## config.mk

```make
export PLATFORM = sky130hd
export DESIGN_NAME = truth_table_sweeper
export DESIGN_NICKNAME = d
export VERILOG_FILES = /design/src/rtl/truth_table_sweeper.sv
export SDC_FILE = /design/constraint.sdc
export NUM_CORES = 1
export LEC_CHECK = 0
export CORE_MARGIN = 3
export CORE_UTILIZATION = 29
export DETAILED_ROUTE_END_ITERATION = 10
export HOLD_SLACK_MARGIN = 0.03
export PLACE_DENSITY = 0.5
export SYNTH_ARGS = -nofsm -noshare
export SYNTH_HDL_FRONTEND = slang
export SYNTH_SLANG_ARGS = --single-unit
```

## constraint.sdc

```tcl
create_clock -name clk -period 4.03 [get_ports clk]
set_input_delay 0.6045 -clock clk [delete_from_list [all_inputs] [get_ports clk]]
set_output_delay 0.6045 -clock clk [all_outputs]
set_load 0.02 [all_outputs]
```

## src/rtl/truth_table_sweeper.sv

```systemverilog
// Exhaustive truth-table sweeper: steps {A,B,C} through 0..7, samples two implementations
// of the same 3-input function, counts disagreements and compares both tables to EXPECTED.
module truth_table_sweeper #(
    parameter int unsigned SETTLE   = 1,
    parameter logic [7:0]  EXPECTED = 8'h51
) (
    input  logic       clk,
    input  logic       reset,
    input  logic       start,
    input  logic       y_gate,
    input  logic       y_op,
    output logic [2:0] abc,
    output logic       busy,
    output logic       done,
    output logic       pass,
    output logic [3:0] mismatch_count,
    output logic [7:0] tt_gate,
    output logic [7:0] tt_op
);

    typedef enum logic [1:0] {IDLE, WAIT, SAMPLE, DONE} state_t;

    localparam logic [3:0] LAST_CNT = 4'(SETTLE - 1);

    state_t     state, stateNext;
    logic [2:0] index;
    logic [3:0] settleCnt;
    logic [7:0] ttGateNext, ttOpNext;

    always_ff @(posedge clk or posedge reset) begin
        if (reset) state <= IDLE;
        else       state <= stateNext;
    end

    always_comb begin
        stateNext = state;
        case (state)
            IDLE:    if (start) stateNext = WAIT;
            WAIT:    if (settleCnt == LAST_CNT) stateNext = SAMPLE;
            SAMPLE:  stateNext = (index == 3'd7) ? DONE : WAIT;
            DONE:    stateNext = IDLE;
            default: stateNext = IDLE;
        endcase
    end

    always_comb begin
        busy = (state == WAIT) || (state == SAMPLE);
        done = (state == DONE);
    end

    // Tables including the current sample, so pass is valid in the DONE cycle itself.
    always_comb begin
        ttGateNext        = tt_gate;
        ttOpNext          = tt_op;
        ttGateNext[index] = y_gate;
        ttOpNext[index]   = y_op;
    end

    always_ff @(posedge clk or posedge reset) begin
        if (reset) begin
            abc            <= '0;
            index          <= '0;
            settleCnt      <= '0;
            pass           <= 1'b0;
            mismatch_count <= '0;
            tt_gate        <= '0;
            tt_op          <= '0;
        end else begin
            case (state)
                IDLE: begin
                    if (start) begin
                        abc            <= '0;
                        index          <= '0;
                        settleCnt      <= '0;
                        pass           <= 1'b0;
                        mismatch_count <= '0;
                        tt_gate        <= '0;
                        tt_op          <= '0;
                    end
                end
                WAIT: begin
                    if (settleCnt == LAST_CNT) settleCnt <= '0;
                    else                       settleCnt <= settleCnt + 4'd1;
                end
                SAMPLE: begin
                    tt_gate <= ttGateNext;
                    tt_op   <= ttOpNext;
                    if (y_gate != y_op) mismatch_count <= mismatch_count + 4'd1;
                    if (index == 3'd7) begin
                        pass <= (ttGateNext == EXPECTED) && (ttOpNext == EXPECTED);
                    end else begin
                        index <= index + 3'd1;
                        abc   <= abc + 3'd1;
                    end
                end
                default: ;
            endcase
        end
    end

endmodule

```

# After elaboration in Yosys (flattened, before gate mapping)
# Index checks and enable logic that the tools add are counted.
totals:
  ff_bits: 33
  inputBits: 5
  out_inout_bits: 26
classes:
  n_eq_ne: 12
  n_mux: 24
  n_lt_le_gt_ge: 2
  n_reduce_logical: 13
  addsub: 4
op_table:
  columns: ["cell", "count"]
  rows:
  - ["8-bit one-hot mux with 2 select lines", 2]
  - ["8-bit bitwise mux", 2]
  - ["8-bit by 7-bit equality test with 1-bit output (second input constant)", 2]
  - ["4-bit one-hot mux with 2 select lines", 2]
  - ["4-bit two-way mux", 3]
  - ["3-bit one-hot mux with 2 select lines", 2]
  - ["3-bit two-way mux", 3]
  - ["3-bit AND reduction", 3]
  - ["4-bit by 1-bit adder with 4-bit output (second input constant)", 2]
  - ["8-bit two-way mux", 1]
  - ["2-bit one-hot mux with 4 select lines", 1]
  - ["3-bit by 1-bit adder with 3-bit output (second input constant)", 2]
  - ["2-bit two-way mux", 3]
  - ["2-bit by 1-bit != test with 1-bit output (second input constant)", 3]
  - ["2-bit AND reduction", 3]
  - ["2-bit equality test (second input constant)", 2]
  - ["4-bit logical NOT", 1]
  - ["3-bit by 4-bit less-than comparator with 1-bit output (second input constant)", 1]
  - ["2-bit != test (second input constant)", 2]
  - ["2-bit nonzero test", 2]
  - ["1-bit demux with 3-bit select", 1]
  - ["3-bit equality test (second input constant)", 1]
  - ["3-bit by 1-bit greater-or-equal comparator with 1-bit output (second input constant)", 1]
  - ["1-bit two-way mux", 3]
  - ["other kinds (6)", 7]

# Logic depth before layout (Yosys ltp)
# Gate-level depths: netlist (run 1).
logic_depth:
  ltp_word: 9
  ltp_mapped: 8

# Worst setup path before layout (run 1)
# Ideal clock, no wire load.
synth_path:
  path_kind: "register to register"
  from: "register state[0]"
  to: "register pass"
  path_buffers: 0
  t_arrival_ns: 1.869
  path_slack_ns: 2.065
  required_ns: 3.935
  setup_time_ns: 0.095
  path_stages_with_launch: 8
  period_less_slack_ns: 1.965
  path_cell_list: "dfrtp_1 -> inv_1 -> ha_1 -> nor2b_1 -> a2111oi_2 -> nand3_1 -> or4_1 -> o31ai_1"
synth_between:
  elab_chain_cells: 3
synth_rtl:
  columns: ["item", "line_no", "source"]
  rows:
  - ["start, declared", "25", "state_t state, stateNext;"]
  - ["start signal, assigned", "32", "else state <= stateNext;"]
  - ["2-bit equality test or 2-bit logical NOT (tied branches)", "69", "case (state)"]
  - ["2-bit by 1-bit != test with 1-bit output (no source line) (tied with other cells)", null, null]
  - ["3-bit AND reduction (no source line)", null, null]
  - ["end signal, assigned", "90", "pass <= (ttGateNext == EXPECTED) && (ttOpNext == EXPECTED);"]
  - ["end, declared", "15", "output logic pass,"]
# Parallel ways exist; a longest one is shown, timed or not.
# A chain may end at the register's enable or synchronous reset.

# Final worst setup path (run 1)
layout_path:
  from: "register index[0]"
  to: "register pass"
layout_between:
  elab_chain_cells: 9
layout_rtl:
  columns: ["item", "line_no", "source"]
  rows:
  - ["start, declared", "26", "logic [2:0] index;"]
  - ["start signal, assigned", "92", "index <= index + 3'd1;"]
  - ["3-bit by 4-bit less-than comparator with 1-bit output (not written as such) or 3-bit by 1-bit greater-or-equal comparator with 1-bit output (tied branches)", "55, 56", null]
  - ["1-bit logical AND (not written as such)", "55, 56", null]
  - ["1-bit two-way mux (not written as such)", "55, 56", null]
  - ["1-bit demux with 3-bit select", "55, 56", null]
  - ["8-bit bitwise mux (on tied branches)", "55, 56", null]
  - ["8-bit by 7-bit equality test with 1-bit output", "90", null]
  - ["1-bit logical AND", "90", null]
  - ["1-bit two-way mux", "89", "if (index == 3'd7) begin"]
  - ["1-bit one-hot mux with 2 select lines", "69", null]
# Parallel ways exist; a longest one is shown, timed or not. The select of a mux whose other input is x is not followed.

==> results of run 1 <==
## per-layer routing
| layer | routed length [µm] | global-route usage |
|---|---|---|
| met3 | 117 | 0.0267 |
| met1 | 2730 | 0.187 |
| met5 | 0 | 0 |
| met2 | 2150 | 0.202 |
| met4 | 70 | 0.0383 |
## synth_stat cells (4+ instances only)
cell type  instances  area share
dfrtp_1           33        0.41
o21ai_0           18       0.044
a22o_1            17       0.073
inv_1             13       0.024
nand2b_1           6       0.018
ha_1              11       0.068
buf_2              4      0.0098
nor2_1            10       0.018
nand2_1           28       0.052
a21oi_1           14       0.034
o22ai_1            8       0.025
clkbuf_1          11       0.020
nand3_1            7       0.017
nor3_1             5       0.012
## final timing paths
kind,from,to,cells after the start
max in group asynchronous,reset,pass,3
min in group asynchronous,reset,mismatch_count[3],3
worst max register to register,index[0],pass,7
worst min register to register,settleCnt[2],settleCnt[2],1
worst max-delay path,index[0],pass,7
worst min-delay path,settleCnt[2],settleCnt[2],1
## cell type report
| type | count | area [µm²] | area share |
|---|---|---|---|
| Multi-Input combinational cell | 167 | 1080 | 0.435 |
| Sequential cell | 33 | 826 | 0.332 |
| Timing Repair Buffer | 33 | 323 | 0.130 |
| Tap cell | 93 | 116 | 0.0467 |
| Clock buffer | 7 | 86.3 | 0.0347 |
| Inverter | 15 | 56.3 | 0.0226 |
## per-stage QoR
step	instance area [µm²]	setup WS, ps	utilization	std cells
floorplan	2040	2070	-	232
global placement	2400	1470	0.366	341
detailed placement	2400	1400	0.366	341
CTS	2490	1420	0.379	348
global route	2490	1200	0.379	348
finish	2490	1440	0.379	348
## logic make-up after synthesis
group	synth area share
AO/OA/AOI/OAI	0.260
AND/OR/NAND/NOR	0.160
flip-flops	0.405
buffers and inverters	0.0651
adder cells (fa/ha/maj)	0.0676
XOR/XNOR	0.0215
multiplexers	0.0203
## critical path, delay by kind of cell (launching register included)
family	cells	cell delay [ps]
flip-flops	1	720
AND/OR/NAND/NOR	3	680
adder cells (fa/ha/maj)	2	570
AO/OA/AOI/OAI	2	520
## flip-flops by register name, indices dropped and copies added (netlist names)
register,flops
state,2
pass,1
tt_op,8
mismatch_count,4
tt_gate,8
index,3
settleCnt,4
abc,3
## power by group
group | internal [µW] | leakage, µW | switching (µW)
registers | 424 | 0.000446 | 156
logic | 404 | 0.000563 | 520
clock network | 136 | 0.0000443 | 123
total | 964 | 0.00105 | 800
==> results_dict.tcl, run 1 <==
set metrics [dict create \
    core_um2 6570 \
    critPathKind "register to register" \
    routabilityCongestion 0.881 \
    start_util 0.310 \
    slowest_delay_ps 720 \
    wl_per_cell_um 14.6 \
    critPathRequiredTime_ps 4230 \
    cts.htree.levels 2 \
    hold_path.class "register to register" \
    track_usage 0.131 \
    rsz0062_at_grt "no" \
    grt_max_degree 34 \
    path_max_fanout 21 \
    ir_drop_mv 0.268 \
    post-route-min-period_ps 2590 \
    power_leakage_uw 0.00105 \
    run_status "complete, no violations" \
    grt_pass1_vias 1711 \
    wirelength_um 5070 \
    crit_chain "ha_1, ha_1, nand2_1, a2111oi_2, nand3_1, or4_1, o31ai_1" \
    cp_slowest_cell "dfrtp_1" \
    via_per_inst 4.94 \
    die_x_um 89.8 \
    worst_setup_path_start_kind "register" \
    power_uw 1760 \
    drc_errors 0 \
    portBuffers 30 \
    ys_seq_area_frac 0.405 \
    grt-ovfl-total 0 \
    fmax_mhz 386 \
    cts_resized 0 \
    cts_buffers 5 \
    ant_nets 0 \
    numClockSinks 33 \
    post_cts.repair.setup_buffers 0 \
    clock_path_buffers 2 \
    crit_path_frequent_cell "ha_1" \
    syn_area_um2 2040 \
    ys_seq_elements 33 \
    synth_warnings 0 \
    fin_setup_tns_ps 0 \
    fin_crit_sh 0.643 \
    die-area_um2 8070 \
    area_growth_pct 22.2 \
    cts_tree "built" \
    firstDrtPassIters 4 \
    finalSetupViolations 0 \
    clock_latency_ps 290 \
    worst-r2r-setup-slack_ps 1440 \
    synth-edff-count 0 \
    holdWs_ps 516 \
    n_fill_cell 673 \
    insertedDiodeCount 0 \
    tightest_slew_ps 731 \
    num_vias 1720 \
    slew_violations 0 \
    synth_nets 248 \
    layout.nets 271 \
    ys_types 45 \
    layout_commonest_cell "dfrtp_1" \
    final_cell_mix "dfrtp_1, clkdlybuf4s50_1, nand2_1, o21ai_0, a22o_1" \
    layout-drive-gt1-share 0.0549 \
    drt_first_iter_violations 98 \
    clk_pin_slew_worst_paths_ps 70 \
    end_kind "register" \
    antenna_found_initial 0 \
    pin_count 31 \
    hold_buffers 0 \
    cap_viol_max_count 0 \
    dpl.hpwl_um 3530 \
    synth_flop_cell "dfrtp_1" \
    num_rows 29 \
    critPathArrivalTime_ps 2790 \
    async_flop_share 1.00 \
    root_buffer "clkbuf_8" \
    grt_pass1_wl_um 8710 \
    slew_headroom 0.513 \
    hold_viol_final 0 \
    fin_worst_skew_ps 5.77 \
    dieHeight_um 89.8 \
    syn_avg_cell_area_um2 8.78 \
    cellPowerDensity_nw_per_um2 708 \
    synthCells 232 \
]
No activity file was read; power rests on OpenSTA's default activity.
==> run 2, diff against run 1 <==
PLACE_DENSITY = 0.52   (was 0.5)
clock period = 2.1 ns   (was 4.03 ns; I/O delays follow)
==> run 2 against run 1 <==
Clock-buffer cell count is the same. Sequential power is 79% higher. Core utilization grew 2.7 points. Critical endpoint is now busy.
==> results_dict.tcl, run 2 (synthesis results as in run 1) <==
set metrics [dict create \
    r2r_cells 7 \
    dpl.hpwl_um 3700 \
    hold_path.class "input pin to asynchronous set/reset pin" \
    routabilityCongestion 0.820 \
    grt_pass1_wl_um 8850 \
    fmax_mhz 507 \
    pwr-share-comb 0.565 \
    finalSetupViolations 0 \
    slew_violations 0 \
    slowest_delay_ps 590 \
    firstDrtPassIters 4 \
    crit_family "buffers and inverters" \
    cts.htree.levels 2 \
    pin_count 31 \
    cts_buffers 5 \
    tightest_slew_ps 413 \
    portBuffers 30 \
    clock_path_buffers 2 \
    cp_slowest_cell "clkdlybuf4s50_1" \
    clk_pin_slew_worst_paths_ps 70 \
    root_buffer "clkbuf_8" \
    insertedDiodeCount 0 \
    critPathBufInv 2 \
    area_growth_pct 30.8 \
    cap_viol_max_count 0 \
    num_rows 29 \
    p_clk_frac 0.149 \
    cellPowerDensity_nw_per_um2 1360 \
    layout_commonest_cell "dfrtp_1" \
    run_status "complete, no violations" \
    die-area_um2 8070 \
    layout.nets 290 \
    track_usage 0.134 \
    clock_latency_ps 290 \
    crit_cells 3 \
    start_util 0.310 \
    grt_max_degree 34 \
    post-route-min-period_ps 1970 \
    cts_tree "built" \
    p_sw_frac 0.442 \
    grt_pass1_vias 1713 \
    final_cell_mix "dfrtp_1, clkdlybuf4s50_1, nand2_1, buf_4, o21ai_0" \
    core_um2 6570 \
    holdWs_ps 430 \
    hold_buffers 0 \
    drt_first_iter_violations 204 \
    layout-drive-gt1-share 0.138 \
    slew_headroom 0.718 \
    ir_drop_mv 0.523 \
    antenna_found_initial 0 \
    p_int_uw 2030 \
    hold_viol_final 0 \
    power_frac_seq 0.286 \
    die_x_um 89.8 \
    path_max_fanout 4 \
    fin_worst_skew_ps 5.76 \
    wirelength_um 5370 \
    via_per_inst 5.00 \
    critPathArrivalTime_ps 1660 \
    p_switching_uw 1600 \
    drc_errors 0 \
    power_leakage_uw 0.00115 \
    dieHeight_um 89.8 \
    critPathKind "register to output port" \
    critPathRequiredTime_ps 1780 \
    numClockSinks 33 \
    grt-ovfl-total 0 \
    worst_setup_path_start_kind "register" \
    num_vias 1841 \
    largestRegisters "tt_gate (8), tt_op (8)" \
    end_kind "output port" \
    crit_chain "inv_1, ha_1, clkdlybuf4s50_1" \
    fin_crit_sh 0.940 \
    wl_per_cell_um 14.6 \
    ant_nets 0 \
    power_uw 3630 \
]
## run 2: changes by cell type in the layout (fill, tap and decap cells not counted)
cell / previous run / this run
a2111oi_2: 1 / 0
a2111oi_4: 0 / 1
buf_4: 3 / 22
clkbuf_1: 1 / 0
clkbuf_8: 6 / 7
clkinv_2: 0 / 1
dfrtp_1: 33 / 31
dfrtp_2: 0 / 2
ha_1: 11 / 10
ha_2: 0 / 1
## run 2: per-layer routing
| layer | vias up | part of all wire | global-route usage |
|---|---|---|---|
| met5 | - | 0 | 0 |
| met4 | 0 | 0.013 | 0.0421 |
| met3 | 6 | 0.045 | 0.0259 |
| met2 | 55 | 0.43 | 0.195 |
| met1 | 862 | 0.51 | 0.198 |
| li1 | 918 | - | - |
## run 2: metrics by stage
step / std cells / util / TNS (ps) / area (µm²) / setup slack (ps)
after global placement: 355 / 0.382 / 0 / 2510 / 69.3
after detailed placement: 355 / 0.382 / 0 / 2510 / 37.6
after CTS: 363 / 0.397 / 0 / 2610 / 81.7
after floorplan: 232 / - / 0 / 2040 / 135
after global routing: 368 / 0.406 / -10.9 / 2670 / -10.9
final: 368 / 0.406 / 0 / 2670 / 127
## run 2: worst paths after layout
path                              startpoint            to  slack (ps)
worst min-delay path                   reset    tt_gate[4]         430
worst max-delay path                state[1]          busy         130
min in group clk                settleCnt[2]  settleCnt[2]         510
max in group asynchronous              reset      index[1]        1340
worst max register to register      index[0]          pass         130
worst min register to register  settleCnt[2]  settleCnt[2]         510
## run 2: final cells by class
cell class,count,area [µm²]
multi-input cells,167,1100
flip-flops and latches,33,828
well taps,93,116
repair buffers,52,465
clock inverters,1,5.00
fillers,654,3900
clock buffers,7,96.3
inverters,15,56.3
## run 2: tightest hold or removal path, cell delays in order
cell             delay [ps]
clkdlybuf4s50_1         400
inv_1                    50
buf_4                   390
## run 2: power groups by stage
stage	combinational, µW	sequential [µW]	clock [µW]
floorplan	1190	1130	0
global placement	1970	1040	0
detailed placement	1960	1050	0
CTS	1970	1040	551
global route	2270	1070	576
finish	2050	1040	539
## run 2: repair_timing
| item | 4_1_cts | 5_1_grt |
|---|---|---|
| buffers inserted | 0 | 5 |
| endpoints found under the setup margin | 0 | 2 |
| resized for setup | 0 | 4 |
| hold endpoints to repair | 0 | 0 |
